--- src/rtl/sdcard_loader_if.sv ---
// sdcard_loader_if
//   Groups every bus-level signal of the SD-to-RAM loader into one bundle.
//   The signals fall into three groups:
//     - the transfer request and status,
//     - the RAM write port,
//     - the SdCardCtrl handshake.
//   Modports:
//     master : loader side (drives RAM write, SD requests, status)
//     slave  : environment side (drives start/params, RAM acceptance, SD responses)
//   Parameters must match the loader instance connected as master.
interface sdcard_loader_if #(
   parameter int WORD_BYTES = 2,
   parameter int ADDR_W     = 25,
   parameter int LEN_W      = 25
);
   // transfer request / status
   logic                    start;
   logic [31:0]             start_block;
   logic [ADDR_W-1:0]       base_addr;
   logic [LEN_W-1:0]        word_count;
   logic                    busy;
   logic                    done;
   logic                    init_error;
   // RAM write port
   logic                    ram_we;
   logic [ADDR_W-1:0]       ram_address;
   logic [8*WORD_BYTES-1:0] ram_data;
   logic                    ram_op_begun;
   // SdCardCtrl handshake
   logic                    sd_rd;
   logic                    sd_continue;
   logic [31:0]             sd_addr;
   logic [7:0]              sd_data;
   logic                    sd_busy;
   logic                    sd_hndshk_o;
   logic                    sd_hndshk_i;
   logic [15:0]             sd_error;

   modport master (
      input  start, start_block, base_addr, word_count,
      output busy, done, init_error,
      output ram_we, ram_address, ram_data,
      input  ram_op_begun,
      output sd_rd, sd_continue, sd_addr, sd_hndshk_i,
      input  sd_data, sd_busy, sd_hndshk_o, sd_error
   );

   modport slave (
      output start, start_block, base_addr, word_count,
      input  busy, done, init_error,
      input  ram_we, ram_address, ram_data,
      output ram_op_begun,
      input  sd_rd, sd_continue, sd_addr, sd_hndshk_i,
      output sd_data, sd_busy, sd_hndshk_o, sd_error
   );
endinterface

--- src/rtl/sdcard_loader.sv ---
// sdcard_loader
//   Copies a runtime-selected span of raw SD blocks into word-addressed RAM.
//   SD bytes are packed into WORD_BYTES-wide words in the chosen byte order.
//   Each completed word is presented to the RAM arbiter and held until the
//   arbiter accepts it.
//   Ports:
//     clk50 : system clock
//     reset : synchronous, active-high reset
//     bus   : sdcard_loader_if.master, which carries
//               - start/start_block/base_addr/word_count request
//               - busy/done/init_error status
//               - RAM write port (ram_we, ram_address, ram_data, ram_op_begun)
//               - SdCardCtrl handshake (sd_rd, sd_continue, sd_addr, sd_data,
//                 sd_busy, sd_hndshk_o, sd_hndshk_i, sd_error)
//
// state       | meaning
// ------------+-----------------------------------------------------------
// WAIT_INIT   | card power-up; wait for controller to go idle
// IDLE        | ready, waiting for start
// READBLOCK   | request block blk_q, hold until controller reports busy
// GETBYTE     | wait for the next byte or for the end of the block
// ACKBYTE     | acknowledge the byte, wait for the controller to release it
// WRITE       | present the packed word to RAM until ram_op_begun
// DRAIN       | word count reached; wait for discard bytes or end of block
// DRAIN_ACK   | acknowledge a discarded byte
// DONE        | transfer complete; restartable
// ERROR       | controller error; sticky until reset
module sdcard_loader #(
   parameter int WORD_BYTES = 2,
   parameter bit BIG_ENDIAN = 1'b1,
   parameter int ADDR_W     = 25,
   parameter int LEN_W      = 25,
   parameter bit SDHC       = 1'b0
) (
   input logic             clk50,
   input logic             reset,
   sdcard_loader_if.master bus
);

   localparam int         DATA_W   = 8 * WORD_BYTES;
   localparam logic [1:0] LAST_IDX = 2'(WORD_BYTES - 1);

   typedef enum logic [3:0] {
      S_WAIT_INIT,
      S_IDLE,
      S_READBLOCK,
      S_GETBYTE,
      S_ACKBYTE,
      S_WRITE,
      S_DRAIN,
      S_DRAIN_ACK,
      S_DONE,
      S_ERROR
   } state_t;

   state_t              state_q, state_d;
   logic [31:0]         blk_q, blk_d;
   logic [ADDR_W-1:0]   waddr_q, waddr_d;
   logic [LEN_W-1:0]    remaining_q, remaining_d;
   logic                first_blk_q, first_blk_d;
   logic [1:0]          bidx_q, bidx_d;
   logic [DATA_W-1:0]   word_q, word_d;

   logic                ram_we_c;
   logic                sd_rd_c;
   logic                sd_continue_c;
   logic [31:0]         sd_addr_c;
   logic                sd_hndshk_i_c;
   logic [1:0]          lane;

   // Byte lane receiving the current SD byte within the word.
   assign lane = BIG_ENDIAN ? (LAST_IDX - bidx_q) : bidx_q;

   always_ff @(posedge clk50) begin
      if (reset) begin
         state_q     <= S_WAIT_INIT;
         blk_q       <= '0;
         waddr_q     <= '0;
         remaining_q <= '0;
         first_blk_q <= 1'b0;
         bidx_q      <= '0;
         word_q      <= '0;
      end else begin
         state_q     <= state_d;
         blk_q       <= blk_d;
         waddr_q     <= waddr_d;
         remaining_q <= remaining_d;
         first_blk_q <= first_blk_d;
         bidx_q      <= bidx_d;
         word_q      <= word_d;
      end
   end

   always_comb begin
      state_d       = state_q;
      blk_d         = blk_q;
      waddr_d       = waddr_q;
      remaining_d   = remaining_q;
      first_blk_d   = first_blk_q;
      bidx_d        = bidx_q;
      word_d        = word_q;
      ram_we_c      = 1'b0;
      sd_rd_c       = 1'b0;
      sd_continue_c = 1'b0;
      sd_addr_c     = '0;
      sd_hndshk_i_c = 1'b0;

      case (state_q)
         S_WAIT_INIT: begin
            if (!bus.sd_busy) begin
               state_d = (bus.sd_error != '0) ? S_ERROR : S_IDLE;
            end
         end

         S_IDLE, S_DONE: begin
            if (bus.start) begin
               blk_d       = bus.start_block;
               waddr_d     = bus.base_addr;
               remaining_d = bus.word_count;
               first_blk_d = 1'b1;
               bidx_d      = '0;
               state_d     = (bus.word_count == '0) ? S_DONE : S_READBLOCK;
            end
         end

         S_READBLOCK: begin
            sd_rd_c       = 1'b1;
            sd_continue_c = ~first_blk_q;
            sd_addr_c     = SDHC ? blk_q : {blk_q[22:0], 9'd0};
            if (bus.sd_busy) begin
               first_blk_d = 1'b0;
               state_d     = S_GETBYTE;
            end
         end

         S_GETBYTE: begin
            // Controller going idle here means the block ended with words
            // still owed, so chain straight into the next block.
            if (!bus.sd_busy) begin
               if (bus.sd_error != '0) begin
                  state_d = S_ERROR;
               end else begin
                  blk_d   = blk_q + 32'd1;
                  state_d = S_READBLOCK;
               end
            end else if (bus.sd_hndshk_o) begin
               for (int i = 0; i < WORD_BYTES; i++) begin
                  if (lane == 2'(i)) begin
                     word_d[8*i +: 8] = bus.sd_data;
                  end
               end
               state_d = S_ACKBYTE;
            end
         end

         S_ACKBYTE: begin
            sd_hndshk_i_c = 1'b1;
            if (!bus.sd_hndshk_o) begin
               if (bidx_q == LAST_IDX) begin
                  bidx_d  = '0;
                  state_d = S_WRITE;
               end else begin
                  bidx_d  = bidx_q + 2'd1;
                  state_d = S_GETBYTE;
               end
            end
         end

         S_WRITE: begin
            ram_we_c = 1'b1;
            if (bus.ram_op_begun) begin
               waddr_d     = waddr_q + ADDR_W'(1);
               remaining_d = remaining_q - LEN_W'(1);
               state_d     = (remaining_q == LEN_W'(1)) ? S_DRAIN : S_GETBYTE;
            end
         end

         S_DRAIN: begin
            if (!bus.sd_busy) begin
               state_d = (bus.sd_error != '0) ? S_ERROR : S_DONE;
            end else if (bus.sd_hndshk_o) begin
               state_d = S_DRAIN_ACK;
            end
         end

         S_DRAIN_ACK: begin
            sd_hndshk_i_c = 1'b1;
            if (!bus.sd_hndshk_o) begin
               state_d = S_DRAIN;
            end
         end

         S_ERROR: begin
            state_d = S_ERROR;
         end

         default: begin
            state_d = S_WAIT_INIT;
         end
      endcase
   end

   assign bus.ram_we      = ram_we_c;
   assign bus.ram_address = waddr_q;
   assign bus.ram_data    = word_q;
   assign bus.sd_rd       = sd_rd_c;
   assign bus.sd_continue = sd_continue_c;
   assign bus.sd_addr     = sd_addr_c;
   assign bus.sd_hndshk_i = sd_hndshk_i_c;
   assign bus.done        = (state_q == S_DONE);
   assign bus.init_error  = (state_q == S_ERROR);
   assign bus.busy        = !((state_q == S_WAIT_INIT) || (state_q == S_IDLE) ||
                              (state_q == S_DONE)      || (state_q == S_ERROR));

endmodule

--- src/flat_wrapper.sv ---
// flat-port wrapper written by rule: the top's interface ports become plain ports
module sdcard_loader_flat 
#(
   parameter int WORD_BYTES = 2,
   parameter bit BIG_ENDIAN = 1'b1,
   parameter int ADDR_W     = 25,
   parameter int LEN_W      = 25,
   parameter bit SDHC       = 1'b0
)
  (clk50, reset, bus_start, bus_start_block, bus_base_addr, bus_word_count, bus_busy, bus_done, bus_init_error, bus_ram_we, bus_ram_address, bus_ram_data, bus_ram_op_begun, bus_sd_rd, bus_sd_continue, bus_sd_addr, bus_sd_hndshk_i, bus_sd_data, bus_sd_busy, bus_sd_hndshk_o, bus_sd_error);
  sdcard_loader_if #(.WORD_BYTES(WORD_BYTES), .ADDR_W(ADDR_W), .LEN_W(LEN_W)) bus_i ();
  input logic clk50;
  input logic reset;
  input wire logic [$bits(bus_i.start)-1:0] bus_start;
  input wire logic [$bits(bus_i.start_block)-1:0] bus_start_block;
  input wire logic [$bits(bus_i.base_addr)-1:0] bus_base_addr;
  input wire logic [$bits(bus_i.word_count)-1:0] bus_word_count;
  output wire logic [$bits(bus_i.busy)-1:0] bus_busy;
  output wire logic [$bits(bus_i.done)-1:0] bus_done;
  output wire logic [$bits(bus_i.init_error)-1:0] bus_init_error;
  output wire logic [$bits(bus_i.ram_we)-1:0] bus_ram_we;
  output wire logic [$bits(bus_i.ram_address)-1:0] bus_ram_address;
  output wire logic [$bits(bus_i.ram_data)-1:0] bus_ram_data;
  input wire logic [$bits(bus_i.ram_op_begun)-1:0] bus_ram_op_begun;
  output wire logic [$bits(bus_i.sd_rd)-1:0] bus_sd_rd;
  output wire logic [$bits(bus_i.sd_continue)-1:0] bus_sd_continue;
  output wire logic [$bits(bus_i.sd_addr)-1:0] bus_sd_addr;
  output wire logic [$bits(bus_i.sd_hndshk_i)-1:0] bus_sd_hndshk_i;
  input wire logic [$bits(bus_i.sd_data)-1:0] bus_sd_data;
  input wire logic [$bits(bus_i.sd_busy)-1:0] bus_sd_busy;
  input wire logic [$bits(bus_i.sd_hndshk_o)-1:0] bus_sd_hndshk_o;
  input wire logic [$bits(bus_i.sd_error)-1:0] bus_sd_error;
  assign bus_i.start = bus_start;
  assign bus_i.start_block = bus_start_block;
  assign bus_i.base_addr = bus_base_addr;
  assign bus_i.word_count = bus_word_count;
  assign bus_busy = bus_i.busy;
  assign bus_done = bus_i.done;
  assign bus_init_error = bus_i.init_error;
  assign bus_ram_we = bus_i.ram_we;
  assign bus_ram_address = bus_i.ram_address;
  assign bus_ram_data = bus_i.ram_data;
  assign bus_i.ram_op_begun = bus_ram_op_begun;
  assign bus_sd_rd = bus_i.sd_rd;
  assign bus_sd_continue = bus_i.sd_continue;
  assign bus_sd_addr = bus_i.sd_addr;
  assign bus_sd_hndshk_i = bus_i.sd_hndshk_i;
  assign bus_i.sd_data = bus_sd_data;
  assign bus_i.sd_busy = bus_sd_busy;
  assign bus_i.sd_hndshk_o = bus_sd_hndshk_o;
  assign bus_i.sd_error = bus_sd_error;
  sdcard_loader #(.WORD_BYTES(WORD_BYTES), .BIG_ENDIAN(BIG_ENDIAN), .ADDR_W(ADDR_W), .LEN_W(LEN_W), .SDHC(SDHC)) u_core (.clk50(clk50), .reset(reset), .bus(bus_i));
endmodule
--- config.mk ---
export PLATFORM = sky130hd
export DESIGN_NAME = sdcard_loader_flat
export DESIGN_NICKNAME = d
export VERILOG_FILES = /design/src/rtl/sdcard_loader_if.sv /design/src/rtl/sdcard_loader.sv /design/src/flat_wrapper.sv
export SDC_FILE = /design/constraint.sdc
export NUM_CORES = 1
export LEC_CHECK = 0
export ABC_AREA = 1
export CORE_UTILIZATION = 44
export DETAILED_ROUTE_END_ITERATION = 6
export PLACE_DENSITY = 0.79
export RECOVER_POWER = 25
export SYNTH_ARGS = -nofsm -noshare
export SYNTH_HDL_FRONTEND = slang
export SYNTH_SLANG_ARGS = --single-unit
export TNS_END_PERCENT = 20
--- constraint.sdc ---
create_clock -name clk50 -period 1.7 [get_ports clk50]
set_clock_uncertainty 0.15 [all_clocks]
set_input_delay 0.17 -clock clk50 [delete_from_list [all_inputs] [get_ports clk50]]
set_output_delay 0.17 -clock clk50 [all_outputs]
set_load 0.02 [all_outputs]
== Word level (Yosys, flattened, before mapping) ==
Index checks and enable logic that the tools add are counted.

* Eq/ne operators: 22
* $add $sub $neg: 5
* Muxes and demuxes: 39
* Reduce and logical (&&, ||, !) cells: 21
* Bitwise operators: 1

{| class="wikitable"
|+ Operator list
! operator !! number
|-
| $mux 32 || 4
|-
| $mux 25 || 4
|-
| $pmux 25 s2 || 2
|-
| $pmux 32 s2 || 1
|-
| $mux 4 || 13
|-
| $pmux 4 s9 || 1
|-
| $add 32x1->32 const B || 1
|-
| $add 25x1->25 const B || 1
|-
| $eq 25x1->1 const B || 1
|-
| $logic_not 25->1 || 1
|-
| $sub 25x1->25 const B || 1
|-
| $eq 4x3->1 const B || 4
|-
| $ne 2x2->1 const B || 8
|-
| $reduce_bool 16->1 || 1
|-
| $reduce_and 4->1 || 3
|-
| $reduce_and 3->1 || 3
|-
| $eq 4x2->1 const B || 2
|-
| $eq 4x4->1 const B || 2
|-
| $reduce_and 8->1 || 1
|-
| $reduce_bool 2->1 || 4
|-
| $mux 1 || 7
|-
| $mux 2 || 3
|-
| $mux 3 || 2
|-
| $ne 3x3->1 const B || 2
|-
| other kinds (12) || 16
|}

* Bits of input ports: 112
* Register bits: 105

== Longest topological paths before layout ==
* Depth in word-level cells: 5
* Depth in mapped cells: 12
* Depth with buffers taken out: 11

== Worst setup path after synthesis ==
OpenSTA, ideal clock, no wires.

* Path type: register -> register
* Start: register u_core.waddr_q[0] (netlist: u_core.bus.ram_address[0])
* End: register u_core.waddr_q[16] (netlist: u_core.bus.ram_address[16])
* Required time: 1.418 ns
* Data arrival time: 1.553 ns
* Cell stages (with the launch flop): 10
* Period minus slack after synthesis: 1.835 ns
* Path buffers: 0
* Path slack: -0.135 ns
* Path through: dfxtp_1 > ha_1 > nand2_1 > nor2_1 > nand2_1 > nor2_1 > xnor2_1 > nand2_1 > nand2_1 > a21oi_1

* Word-level cells in the longest chain between the ends: 3

{| class="wikitable"
|+ Ends and longest elaborated chain
! what !! line !! text
|-
| start: declaration || sdcard_loader.sv:58 || <nowiki>logic [ADDR_W-1:0] waddr_q, waddr_d;</nowiki>
|-
| start signal: assignment || sdcard_loader.sv:86 || <nowiki>waddr_q <= waddr_d;</nowiki>
|-
| $add 25x1->25 || sdcard_loader.sv:172 || <nowiki>waddr_d = waddr_q + ADDR_W'(1);</nowiki>
|-
| $mux 25 || sdcard_loader.sv:171 || <nowiki>if (bus.ram_op_begun) begin</nowiki>
|-
| $pmux 25 s2 || sdcard_loader.sv:108 || <nowiki>case (state_q)</nowiki>
|}

No other way between the ends. The select of a mux whose other input is x is not followed.
A chain may end at the register's enable or synchronous reset.

== Worst setup path in the final report ==
* Start: register u_core.state_q[1]
* End: register u_core.remaining_q[23]

* Word-level cells in the longest chain between the ends: 4

{| class="wikitable"
|+ Ends and longest elaborated chain
! what !! line !! text
|-
| start: declaration || sdcard_loader.sv:56 || <nowiki>state_t state_q, state_d;</nowiki>
|-
| start signal: assignment || sdcard_loader.sv:84 || <nowiki>state_q <= state_d;</nowiki>
|-
| $eq 4x4->1 or $eq 4x1->1 (tied branches) || sdcard_loader.sv:108 ||
|-
| $reduce_or 2->1 || sdcard_loader.sv:108 ||
|-
| $ne 2x2->1 (no line) or $reduce_bool 2->1 (tied branches) || - ||
|-
| $reduce_and 3->1 (no line) || - ||
|-
| end signal: assignment || sdcard_loader.sv:87 || <nowiki>remaining_q <= remaining_d;</nowiki>
|-
| end: declaration || sdcard_loader.sv:59 || <nowiki>logic [LEN_W-1:0] remaining_q, remaining_d;</nowiki>
|}

Several ways; a longest one is shown, not always the timed one.

==> impl_metrics.json <==
{
  "yosysTopAreaCell": "dfxtp_1",
  "synth.area.top_cells": "dfxtp_1 29%, nand2_1 19%, nor2_1 15%, o21ai_0 6.2%, a21oi_1 5.7%",
  "mostFrequentLayoutCells": "333 x nand2_1, 236 x nor2_1, 117 x clkdlybuf4s50_1",
  "initial_utilization_pct": 45.6,
  "htree_num_levels": 3,
  "rsz0062_at_grt": "yes",
  "arrival_ns": 1.96,
  "drc": 13,
  "antenna_found_initial": 0,
  "setup_viol": 88,
  "clockBufferDepth": 2,
  "grt_pass1_wl_mm": 36.0,
  "vias_per_cell": 5.22,
  "portBuffers": 173,
  "hold_ws_ns": 0.151,
  "clk_pin_slew_ns": 0.07,
  "syn-instance-count": 1174,
  "wl_per_cell_um": 13.9,
  "p_per_area_mw_per_mm2": 1280,
  "synth.distinct_cells": 39,
  "hold_path.class": "in -> reg",
  "syn_area_sq_mm": 0.00671,
  "outcome": "complete, but fails checks",
  "cts_buffers": 9,
  "insertion_delay_ns": 0.35,
  "drv_slew": 0,
  "drtAntennaViolNets": 0,
  "fillCellCount": 1287,
  "yosys_warnings": 0,
  "grt-ovfl-total": 0,
  "die_w_um": 125,
  "grt_max_degree": 50,
  "path_class": "reg -> reg",
  "grt_pass1_vias": 7754,
  "cts-root-buf": "clkbuf_16",
  "critPathBufInv": 6,
  "max_stage_delay_ns": 0.33,
  "min_period_over_period_pct": 107,
  "syn_to_final_growth_pct": 51.1,
  "final-hold-violation-count": 0,
  "rows": 44,
  "cts_tree": "yes",
  "synth-seq-cells": 96,
  "antenna_cells": 0,
  "cpLargestDelayFamily": "buffers and inverters",
  "fin_ws_ns": -0.122,
  "setup_tns_ns": -4.72,
  "p_total_w": 0.0130,
  "dr.first_iter.drc_count": 804,
  "avgSynthCellArea_sq_um": 5.71,
  "critPathCaptureType": "flop",
  "dp_hpwl_mm": 15.9,
  "slowest_stage": "dfxtp_2",
  "grt_usage_pct": 27.6,
  "gp_congestion": 0.922,
  "first_pass_iters": 7,
  "cp_max_fo": 7,
  "ir_worst_vdd_v": 0.000728,
  "p_leak_nw": 4.27,
  "cp_cell_sequence": "buf_6 -> inv_2 -> nand2_2 -> nor2_4 -> buf_6 -> inv_4 -> buf_12 -> buf_4 -> a21oi_2 -> nand2_1 -> a21oi_2",
  "crit_required_ns": 1.83,
  "fp.dieH_um": 125,
  "die_area_sq_mm": 0.0157,
  "fmax_mhz": 549,
  "nets": 1550,
  "cp-start-kind": "flop",
  "place_ws_ns": -0.276,
  "routed_wl_mm": 22.6,
  "clock_sinks": 96,
  "vias": 8468,
  "synth_top_area_share_pct": 28.7,
  "core_sq_mm": 0.0147,
  "ctsHoldBuffers": 0,
  "layout_commonest_cell": "nand2_1",
  "drv_cap": 0,
  "min_period_ns": 1.82,
  "placed_area_sq_mm": 0.00939,
  "ioPinCount": 192,
  "final_area_sq_mm": 0.0101,
  "violations": "design-rule violations, negative setup slack",
  "synth-seq-area-share_pct": 28.7,
  "drive_gt1_share_pct": 19.0
}
-- logic make-up (layout without fill, tap and decap cells) --
family,after synthesis,after routing,synth area share (%)
adder cells (fa/ha/maj),4,4,0.746
AO/OA/AOI/OAI,192,192,15.3
other,1,9,0.0559
AND/OR/NAND/NOR,724,724,44.2
XOR/XNOR,9,9,1.18
flip-flops,96,96,28.7
buffers and inverters,148,405,9.83
-- cell usage after synthesis --
cell      count
or2_2         2
o21bai_1      2
nor2_2        1
nor2_4        3
o22ai_1       1
o211ai_1      5
dfxtp_1      96
buf_4        12
nand4_1       9
o31ai_1       1
a31oi_1       5
a211oi_1      3
o21ai_1       9
buf_1         1
and2_1        3
a21oi_1      76
clkbuf_1     17
a21boi_0      2
nand3_4       1
nand2_1     339
inv_2         6
xor2_1        6
nor3_2        1
nand3b_1     11
buf_6         5
a21oi_4       1
buf_2        17
o21ai_0      83
a21oi_2       4
inv_1        90
nand2_2       8
conb_1        1
xnor2_1       3
and3_1        1
nand2_4       2
ha_1          4
nor3_1        3
nor2_1      271
nand3_1      69
-- cell type report --
cell class              instances  area [sq um]  area share, %
clock buffers                  10           239           2.36
repair buffers                293          2870           28.3
inverters                      96           368           3.63
multi-input cells             938          4400           43.5
well taps                     184           230           2.27
clock inverters                 6          91.3          0.901
flip-flops and latches         96          1930           19.1
-- state kept, by name, indices dropped and copies added, names as in the netlist --
| name | flops |
|---|---|
| u_core.remaining_q | 25 |
| u_core.blk_q | 23 |
| u_core.first_blk_q | 1 |
| u_core.bidx_q | 2 |
| u_core.bus.ram_address | 25 |
| u_core.state_q | 4 |
| u_core.bus.ram_data | 16 |
-- power breakdown --
group | internal (W) | total [W] | switching, W | leakage, nW
clock network | 0.00134 | 0.00228 | 0.000945 | 0.163
registers | 0.00283 | 0.00345 | 0.000622 | 0.786
logic | 0.00320 | 0.00725 | 0.00404 | 3.32
-- stage by stage --
stage | std cells | util, %
2_1_floorplan | 1182 | -
3_3_place_gp | 1595 | 63.9
3_5_place_dp | 1595 | 63.9
4_1_cts | 1611 | 65.9
5_1_grt | 1623 | 68.9
6_report | 1623 | 68.9
-- what timing repair did --
action,4_1_cts,5_1_grt
gates resized for setup,159,143
setup buffers,0,7
gates cloned,0,5
endpoints found under the setup margin,133,147
pin swaps,3,9
-- per-layer routing --
layer,global-route usage [%],vias up,share of wire (%)
met5,0,-,0
met4,8.61,0,2.0
met3,3.72,41,6.2
met2,47.8,323,50
met1,35.2,3869,42
li1,-,4235,-
-- path summary, 6_finish.rpt --
kind,from,endpoint,slack [ns],cells past startpoint
hold reg to reg,u_core.bidx_q[1],u_core.bidx_q[1],0.31,2
setup / recovery,u_core.state_q[1],u_core.remaining_q[23],-0.12,11
hold / removal,reset,u_core.blk_q[5],0.15,3
setup reg to reg,u_core.state_q[1],u_core.remaining_q[23],-0.12,11
-- tightest hold or removal path: stages --
cell and delay (ns):
buf_2 0.12, buf_12 0.19, a21oi_2 0.12
No activity file was read; power rests on OpenSTA's default activity.
